==> config.mk <==
export PLATFORM = sky130hd
export DESIGN_NAME = alu_issue_ctrl_flat
export DESIGN_NICKNAME = d
export VERILOG_FILES = /design/src/rtl/alu_ctrl_pkg.sv /design/src/rtl/alu_issue_ctrl_if.sv /design/src/rtl/alu_issue_ctrl_flag_gen.sv /design/src/rtl/alu_issue_ctrl.sv /design/src/flat_wrapper.sv
export SDC_FILE = /design/constraint.sdc
export NUM_CORES = 1
export LEC_CHECK = 0
export ABC_AREA = 1
export CORE_AREA = 3 3 157 159
export DETAILED_ROUTE_END_ITERATION = 8
export DIE_AREA = 0 0 160 162
export HOLD_SLACK_MARGIN = 0.1
export PLACE_DENSITY = 0.73
export SLEW_MARGIN = 20
export SYNTH_ARGS = -nofsm -noshare
export SYNTH_HDL_FRONTEND = slang
export SYNTH_HIERARCHICAL = 1
export SYNTH_SLANG_ARGS = --single-unit
==> constraint.sdc <==
create_clock -name clk -period 2.1 [get_ports clk]
set_clock_uncertainty 0.2 [all_clocks]
set_input_delay 0.315 -clock clk [delete_from_list [all_inputs] [get_ports clk]]
set_output_delay 0.315 -clock clk [all_outputs]
set_load 0.02 [all_outputs]
==> src/rtl/alu_ctrl_pkg.sv <==
// Shared opcode, ALU-operation and FSM encodings for the ALU issue controller.
package alu_ctrl_pkg;

    localparam logic [2:0] OPC_AND = 3'b000;
    localparam logic [2:0] OPC_OR  = 3'b001;
    localparam logic [2:0] OPC_ADD = 3'b010;
    localparam logic [2:0] OPC_SUB = 3'b011;
    localparam logic [2:0] OPC_NOR = 3'b100;
    localparam logic [2:0] OPC_SLT = 3'b101;

    localparam logic [1:0] ALUOP_AND = 2'b00;
    localparam logic [1:0] ALUOP_OR  = 2'b01;
    localparam logic [1:0] ALUOP_ADD = 2'b10;

    typedef enum logic [1:0] {
        ST_IDLE = 2'd0,
        ST_EXEC = 2'd1,
        ST_DONE = 2'd2
    } ctrlState_e;

    typedef struct packed {
        logic       aInv;
        logic       bInv;
        logic       cin;
        logic [1:0] op;
        logic       legal;
    } aluCtrl_s;

    // SUB and SLT share the a + ~b + 1 datapath; NOR is AND of both inverted operands.
    function automatic aluCtrl_s decodeOp(input logic [2:0] opc);
        aluCtrl_s c;
        c = '{aInv: 1'b0, bInv: 1'b0, cin: 1'b0, op: ALUOP_AND, legal: 1'b1};
        case (opc)
            OPC_AND: c.op = ALUOP_AND;
            OPC_OR:  c.op = ALUOP_OR;
            OPC_ADD: c.op = ALUOP_ADD;
            OPC_SUB, OPC_SLT: begin
                c.bInv = 1'b1;
                c.cin  = 1'b1;
                c.op   = ALUOP_ADD;
            end
            OPC_NOR: begin
                c.aInv = 1'b1;
                c.bInv = 1'b1;
                c.op   = ALUOP_AND;
            end
            default: c.legal = 1'b0;
        endcase
        return c;
    endfunction

endpackage

==> src/rtl/alu_issue_ctrl_if.sv <==
// Upstream request and downstream result handshakes of the ALU issue controller.
// Both sides use valid/ready: a transfer happens on a rising edge where valid and ready are both high;
// the sender holds valid and payload stable until then, and valid does not depend on ready.
interface alu_issue_ctrl_if #(
    parameter int DATA_W = 64,
    parameter int OPC_W  = 3
);
    logic              inValid;
    logic              inReady;
    logic [OPC_W-1:0]  opcode;
    logic [DATA_W-1:0] srcA;
    logic [DATA_W-1:0] srcB;

    logic              outValid;
    logic              outReady;
    logic [DATA_W-1:0] outData;
    logic              zeroFlag;
    logic              carryFlag;
    logic              overflowFlag;
    logic              illegalOp;

    modport master (
        output inValid, opcode, srcA, srcB, outReady,
        input  inReady, outValid, outData, zeroFlag, carryFlag, overflowFlag, illegalOp
    );

    modport slave (
        input  inValid, opcode, srcA, srcB, outReady,
        output inReady, outValid, outData, zeroFlag, carryFlag, overflowFlag, illegalOp
    );
endinterface

==> src/rtl/alu_issue_ctrl_flag_gen.sv <==
// Combinational result/flag shaping from the raw ALU output for the latched opcode.
// Signed overflow reporting is enabled by defining OVF_FLAG_EN.
module alu_flag_gen
    import alu_ctrl_pkg::*;
#(
    parameter int DATA_W = 64
) (
    input  logic [DATA_W-1:0] res,
    input  logic              carryOut,
    input  logic              effASign,
    input  logic              effBSign,
    input  logic [2:0]        opcode,
    output logic [DATA_W-1:0] outData,
    output logic              zero,
    output logic              carry,
    output logic              overflow
);
`ifdef OVF_FLAG_EN
    localparam bit OVF_EN = 1'b1;
`else
    localparam bit OVF_EN = 1'b0;
`endif

    logic isArith;
    logic isLegal;
    logic ovfRaw;
    logic sltBit;

    always_comb begin
        isArith = (opcode == OPC_ADD) || (opcode == OPC_SUB) || (opcode == OPC_SLT);
        isLegal = (opcode <= OPC_SLT);
        ovfRaw  = OVF_EN && isArith && (effASign == effBSign) && (res[DATA_W-1] != effASign);
        // Without overflow detection the sign of a - b alone decides SLT.
        sltBit  = res[DATA_W-1] ^ ovfRaw;
        outData = '0;
        if (opcode == OPC_SLT) begin
            outData = {{(DATA_W-1){1'b0}}, sltBit};
        end else if (isLegal) begin
            outData = res;
        end
        carry    = isArith && carryOut;
        overflow = ovfRaw;
        zero     = isLegal && (outData == '0);
    end
endmodule

==> src/rtl/alu_issue_ctrl.sv <==
// Sequencer that issues one opcode to the external 64-bit ALU and returns a registered result with flags.
// Define OVF_FLAG_EN to enable signed overflow reporting and overflow-corrected SLT.
module alu_issue_ctrl
    import alu_ctrl_pkg::*;
#(
    parameter int DATA_W = 64,
    parameter int OPC_W  = 3
) (
    input  logic                clk,
    input  logic                rstN,
    alu_issue_ctrl_if.slave     bus,
    output logic [DATA_W-1:0]   aluA,
    output logic [DATA_W-1:0]   aluB,
    output logic                aluAInvert,
    output logic                aluBInvert,
    output logic                aluCarryIn,
    output logic [1:0]          aluOperation,
    input  logic [DATA_W:0]     aluResult,
    input  logic                aluCarryOut,
    output ctrlState_e          dbgState
);
    ctrlState_e        state;
    ctrlState_e        stateNext;
    logic              acceptEn;
    logic              captureEn;
    aluCtrl_s          decoded;
    logic [OPC_W-1:0]  opReg;
    logic [DATA_W-1:0] fgData;
    logic              fgZero;
    logic              fgCarry;
    logic              fgOverflow;
    logic              unusedResMsb;

    assign unusedResMsb = aluResult[DATA_W];
    assign decoded      = decodeOp(bus.opcode);
    assign dbgState     = state;

    always_ff @(posedge clk or negedge rstN) begin
        if (!rstN) state <= ST_IDLE;
        else       state <= stateNext;
    end

    always_comb begin
        stateNext    = state;
        acceptEn     = 1'b0;
        captureEn    = 1'b0;
        bus.inReady  = 1'b0;
        bus.outValid = 1'b0;
        case (state)
            ST_IDLE: begin
                bus.inReady = 1'b1;
                if (bus.inValid) begin
                    acceptEn  = 1'b1;
                    stateNext = ST_EXEC;
                end
            end
            ST_EXEC: begin
                captureEn = 1'b1;
                stateNext = ST_DONE;
            end
            ST_DONE: begin
                bus.outValid = 1'b1;
                if (bus.outReady) stateNext = ST_IDLE;
            end
            default: stateNext = ST_IDLE;
        endcase
    end

    alu_flag_gen #(.DATA_W(DATA_W)) flagGen (
        .res      (aluResult[DATA_W-1:0]),
        .carryOut (aluCarryOut),
        .effASign (aluA[DATA_W-1] ^ aluAInvert),
        .effBSign (aluB[DATA_W-1] ^ aluBInvert),
        .opcode   (opReg),
        .outData  (fgData),
        .zero     (fgZero),
        .carry    (fgCarry),
        .overflow (fgOverflow)
    );

    // ALU drive lines only change on a legal accept; an illegal opcode leaves the ALU untouched.
    always_ff @(posedge clk or negedge rstN) begin
        if (!rstN) begin
            opReg            <= '0;
            aluA             <= '0;
            aluB             <= '0;
            aluAInvert       <= 1'b0;
            aluBInvert       <= 1'b0;
            aluCarryIn       <= 1'b0;
            aluOperation     <= ALUOP_AND;
            bus.outData      <= '0;
            bus.zeroFlag     <= 1'b0;
            bus.carryFlag    <= 1'b0;
            bus.overflowFlag <= 1'b0;
            bus.illegalOp    <= 1'b0;
        end else begin
            if (acceptEn) begin
                opReg <= bus.opcode;
                if (decoded.legal) begin
                    aluA         <= bus.srcA;
                    aluB         <= bus.srcB;
                    aluAInvert   <= decoded.aInv;
                    aluBInvert   <= decoded.bInv;
                    aluCarryIn   <= decoded.cin;
                    aluOperation <= decoded.op;
                end
            end
            if (captureEn) begin
                bus.outData      <= fgData;
                bus.zeroFlag     <= fgZero;
                bus.carryFlag    <= fgCarry;
                bus.overflowFlag <= fgOverflow;
                bus.illegalOp    <= (opReg > OPC_SLT);
            end
        end
    end
endmodule

==> src/flat_wrapper.sv <==
// flat-port wrapper written by rule: the top's interface ports become plain ports
module alu_issue_ctrl_flat import alu_ctrl_pkg::*;
#(
    parameter int DATA_W = 64,
    parameter int OPC_W  = 3
)
  (clk, rstN, aluA, aluB, aluAInvert, aluBInvert, aluCarryIn, aluOperation, aluResult, aluCarryOut, dbgState, bus_inValid, bus_opcode, bus_srcA, bus_srcB, bus_outReady, bus_inReady, bus_outValid, bus_outData, bus_zeroFlag, bus_carryFlag, bus_overflowFlag, bus_illegalOp);
  alu_issue_ctrl_if #(.DATA_W(DATA_W), .OPC_W(OPC_W)) bus_i ();
  input  logic clk;
  input  logic rstN;
  output logic [DATA_W-1:0] aluA;
  output logic [DATA_W-1:0] aluB;
  output logic aluAInvert;
  output logic aluBInvert;
  output logic aluCarryIn;
  output logic [1:0] aluOperation;
  input  logic [DATA_W:0] aluResult;
  input  logic aluCarryOut;
  output ctrlState_e dbgState;
  input wire logic [$bits(bus_i.inValid)-1:0] bus_inValid;
  input wire logic [$bits(bus_i.opcode)-1:0] bus_opcode;
  input wire logic [$bits(bus_i.srcA)-1:0] bus_srcA;
  input wire logic [$bits(bus_i.srcB)-1:0] bus_srcB;
  input wire logic [$bits(bus_i.outReady)-1:0] bus_outReady;
  output wire logic [$bits(bus_i.inReady)-1:0] bus_inReady;
  output wire logic [$bits(bus_i.outValid)-1:0] bus_outValid;
  output wire logic [$bits(bus_i.outData)-1:0] bus_outData;
  output wire logic [$bits(bus_i.zeroFlag)-1:0] bus_zeroFlag;
  output wire logic [$bits(bus_i.carryFlag)-1:0] bus_carryFlag;
  output wire logic [$bits(bus_i.overflowFlag)-1:0] bus_overflowFlag;
  output wire logic [$bits(bus_i.illegalOp)-1:0] bus_illegalOp;
  assign bus_i.inValid = bus_inValid;
  assign bus_i.opcode = bus_opcode;
  assign bus_i.srcA = bus_srcA;
  assign bus_i.srcB = bus_srcB;
  assign bus_i.outReady = bus_outReady;
  assign bus_inReady = bus_i.inReady;
  assign bus_outValid = bus_i.outValid;
  assign bus_outData = bus_i.outData;
  assign bus_zeroFlag = bus_i.zeroFlag;
  assign bus_carryFlag = bus_i.carryFlag;
  assign bus_overflowFlag = bus_i.overflowFlag;
  assign bus_illegalOp = bus_i.illegalOp;
  alu_issue_ctrl #(.DATA_W(DATA_W), .OPC_W(OPC_W)) u_core (.clk(clk), .rstN(rstN), .bus(bus_i), .aluA(aluA), .aluB(aluB), .aluAInvert(aluAInvert), .aluBInvert(aluBInvert), .aluCarryIn(aluCarryIn), .aluOperation(aluOperation), .aluResult(aluResult), .aluCarryOut(aluCarryOut), .dbgState(dbgState));
endmodule
=== After elaboration in Yosys (flattened, before gate mapping) ===
Index checks and enable logic that the tools add are counted.

* Bits in registers: 205

* $lt $le $gt $ge: 2
* Equal/unequal tests: 12
* Muxes and demuxes: 15
* Reduce and logical (&&, ||, !) cells: 13

{| class="wikitable"
|+ Operators by type and width
! kind !! count
|-
| $mux W64 || 2
|-
| $logic_not A64 Y1 || 1
|-
| $eq A3 B2 Y1 const B || 4
|-
| $eq A3 B3 Y1 const B || 3
|-
| $mux W1 || 9
|-
| $pmux W2 S3 || 1
|-
| $reduce_or A3 Y1 || 2
|-
| $reduce_or A6 Y1 || 1
|-
| $mux W2 || 2
|-
| $ne A2 B2 Y1 const B || 2
|-
| $pmux W2 S2 || 1
|-
| $reduce_and A2 Y1 || 2
|-
| $eq A3 B1 Y1 const B || 1
|-
| $gt A3 B3 Y1 const B || 1
|-
| $le A3 B3 Y1 const B || 1
|-
| $logic_not A3 Y1 || 1
|-
| $eq A2 B1 Y1 const B || 1
|-
| $eq A2 B2 Y1 const B || 1
|-
| $logic_and A1 B1 Y1 || 2
|-
| $logic_not A2 Y1 || 1
|-
| $logic_or A1 B1 Y1 || 2
|-
| $reduce_or A2 Y1 || 1
|}

=== Logic depth before layout (Yosys ltp) ===
* Word-level depth: 5
* Depth in mapped cells: 11

=== Hierarchy ===
The synthesis kept the hierarchy.

{| class="wikitable"
|+ Modules (own cells, without submodules)
! module !! instances !! cells each !! area an instance (um2) !! seq. area each (um2)
|-
| alu_issue_ctrl || 1 || 883 || 7836.3 || 5154.9
|-
| alu_flag_gen || 1 || 205 || 858.3 || 0.0
|}

=== Worst setup path before layout ===
Ideal clock, no wire load.

* Path kind: reg-to-reg
* Start point: register u_core.state[0] (netlist: u_core/dbgState[0])
* End point: register u_core.aluA[0]
* Setup time: 0.117 ns
* Arrival: 1.368 ns
* Setup slack: 0.415 ns
* Stages on the path, launching flop included: 9
* Cells stage by stage: dfrtp_1 > nor2_4 > nand2_4 > inv_2 > nand2_2 > buf_4 > buf_4 > nand2_1 > nand2_1

* Longest elaborated chain between the ends: 3

{| class="wikitable"
|+ Ends and longest elaborated chain
! what !! line !! RTL
|-
| start, declared || alu_issue_ctrl.sv:22 || <nowiki>ctrlState_e state;</nowiki>
|-
| start signal, assigned || alu_issue_ctrl.sv:40 || <nowiki>else state <= stateNext;</nowiki>
|-
| $logic_not A2 Y1 || alu_issue_ctrl.sv:49 || <nowiki>case (state)</nowiki>
|-
| $mux W1 || alu_issue_ctrl.sv:49 ||
|-
| $reduce_and A2 Y1 (no source line) || -- ||
|-
| end signal, assigned || alu_issue_ctrl.sv:100 || <nowiki>aluA <= bus.srcA;</nowiki>
|-
| end, declared || alu_issue_ctrl.sv:12 || <nowiki>output logic [DATA_W-1:0] aluA,</nowiki>
|}

Every way passes these cells.
A chain may end at the register's enable or synchronous reset.

=== Final worst setup path ===
* Start point: register u_core.bus.outData[23]
* End point: output bus_outData[23]

{| class="wikitable"
|+ RTL lines
! what !! line !! RTL
|-
| start, declared || alu_issue_ctrl_if.sv:29 || <nowiki>output inReady, outValid, outData, zeroFlag, carryFlag, overflowFlag, illegalOp</nowiki>
|-
| start signal, assigned || alu_issue_ctrl.sv:109 || <nowiki>bus.outData <= fgData;</nowiki>
|-
| end, declared || flat_wrapper.sv:27 || <nowiki>output wire logic [$bits(bus_i.outData)-1:0] bus_outData;</nowiki>
|}

No word-level cell between the ends.

==> qor.yml <==
worst_setup_path:
  worst-setup-path-type: "reg2out"
  r2r_setup_slack_ns: 0.17
  crit_path_end_kind: "output port"
  cp_num_buf_inv: 1
  cp-start-kind: "flip-flop"
  crit_slowest_cell: "clkdlybuf4s50_1"
  cp_data_arrival_time_ns: 1.54
  worstPathCellList: "clkdlybuf4s50_1"
  worstPathRequired_ns: 1.58
  worstPathMaxFanout: 2
  crit_family: "buffers and inverters"
  slowest_delay_ns: 0.65
power_and_ir_drop:
  switching_share_pct: 40.2
  p_seq_share_pct: 31.7
  internal_power_uw: 13000
  ir_drop_v: 0.00106
  power.leakage_uw: 0.00719
  clkPwrFrac_pct: 19.0
  comb_power_share_pct: 49.3
  p_switching_uw: 8710
  cellPowerDensity_mw_per_mm2: 1550
route:
  first_pass_iters: 6
  drt_first_iter_violations: 673
  ant_nets: 0
  drc_errors: 0
  viasPerCell: 4.45
  via_count: 8176
  wl_per_cell_um: 15.7
  wl_um: 28900
clocking:
  path_clk_slew_ns: 0.06
  cts_tree: "yes"
  cts.sinks: 206
  cts_max_level: 1
  cts_buffers: 24
  worstSkewPairLatency_ns: 0.51
  cts-root-buf: "clkbuf_16"
  clk_path_buf_depth: 3
synth:
  synth_nets: 1287
  synthCells: 1086
  netlist_area_mm2: 0.00868
  yosysWarnings: 6
  syn_avg_cell_area_um2: 7.99
sta:
  slew_violations: 0
  finalSetupTns_ns: 0
  setup_violations: 0
  timing.hold.ws_ns: 0.132
  fmax_mhz: 487
  rsz0062_at_grt: "false"
  final.period_utilization_pct: 97.7
  hold_violations: 0
  fin_crit_ns: 2.05
floorplan:
  dieWidth_um: 160
  ios: 406
  initial_utilization_pct: 37.1
  core_mm2: 0.0234
  row_count: 56
  die_area_mm2: 0.0259
  fp.dieH_um: 162
global_route:
  antenna_found_initial: 2
  gr-total-overflow: 0
  grt_max_degree: 50
  grt_usage_pct: 21.2
  grt_pass1_wl_um: 44100
  grt_pass1_vias: 8158
final_layout:
  final_nets: 1698
  syn2layout_area_growth_pct: 61.6
  final_cell_mix: "nand2_1, clkdlybuf4s50_1, dfrtp_1, nor2_1, inv_1"
  final_common_cell: "nand2_1"
  fillers: 2085
  drive_gt1_share_pct: 5.81
place:
  dp_hpwl_um: 21100
  place.gp.congestion: 0.835
  portBuffers: 404
status:
  status: "completed"
job:
  cap_violations: 0
worst_hold_path:
  hp-class: "in2async"
## worst paths after layout
kind	startpoint	depth (start not counted)	end
hold / removal	rstN	2	u_core/bus.outData[8]
max in group asynchronous	rstN	3	u_core/aluA[3]
hold reg to reg	u_core/aluB[19]	2	u_core/aluB[19]
setup reg to reg	u_core/opReg[2]	11	u_core/bus.zeroFlag
min in group clk	bus_srcA[39]	3	u_core/aluA[39]
setup / recovery	u_core/bus.outData[23]	1	bus_outData[23]
## what timing repair did
action | CTS | global route
setup endpoints to repair | 5 | 6
hold buffers | 1 | 0
buffers inserted | 0 | 2
cloned | 0 | 1
gates resized for setup | 6 | 7
hold endpoints to repair | 206 | 0
## stage by stage
stage	power (uW)	cells	setup WS (ns)	utilization (%)	area (um^2)
global placement	17400	1786	0.139	56.2	13200
global route	23000	1836	0.00325	59.9	14000
floorplan	12200	1086	0.415	-	8680
finish	21700	1836	0.0487	59.9	14000
CTS	21800	1831	0.0141	59.6	14000
detailed placement	17600	1786	0.0917	56.2	13200
## routing by layer
| layer | track usage, % | vias to the layer above | wire [um] | share of wire, % |
|---|---|---|---|---|
| met3 | 8.47 | 49 | 2910 | 10 |
| met5 | 0 | - | 0 | 0 |
| met4 | 6.86 | 0 | 788 | 2.7 |
| li1 | - | 4048 | - | - |
| met2 | 36.3 | 354 | 14000 | 49 |
| met1 | 24.4 | 3725 | 11200 | 39 |
## layout make-up
cell class | instances | area (um^2) | area share (%)
flip-flops and latches | 206 | 5160 | 36.8
well taps | 319 | 399 | 2.85
clock buffers | 38 | 754 | 5.38
multi-input cells | 754 | 2950 | 21.0
clock inverters | 6 | 36.3 | 0.259
repair buffers | 436 | 4440 | 31.7
diodes | 2 | 5.00 | 0.0357
inverters | 75 | 282 | 2.01
## flip-flops by register name, summed over array words and instances, names as in the netlist, 2 cells and up
signal               count
u_core/aluA             64
u_core/opReg             3
u_core/aluOperation      2
u_core/dbgState          2
u_core/aluB             64
u_core/bus.outData      64
## power groups by stage
stage | clock (uW) | combinational, uW | sequential (uW)
2_1_floorplan | 0 | 3140 | 9020
4_1_cts | 4240 | 10700 | 6870
3_3_place_gp | 0 | 10500 | 6820
5_1_grt | 4390 | 11500 | 7110
3_5_place_dp | 0 | 10700 | 6880
6_report | 4110 | 10700 | 6870
Power figures use the tool's default switching activity.
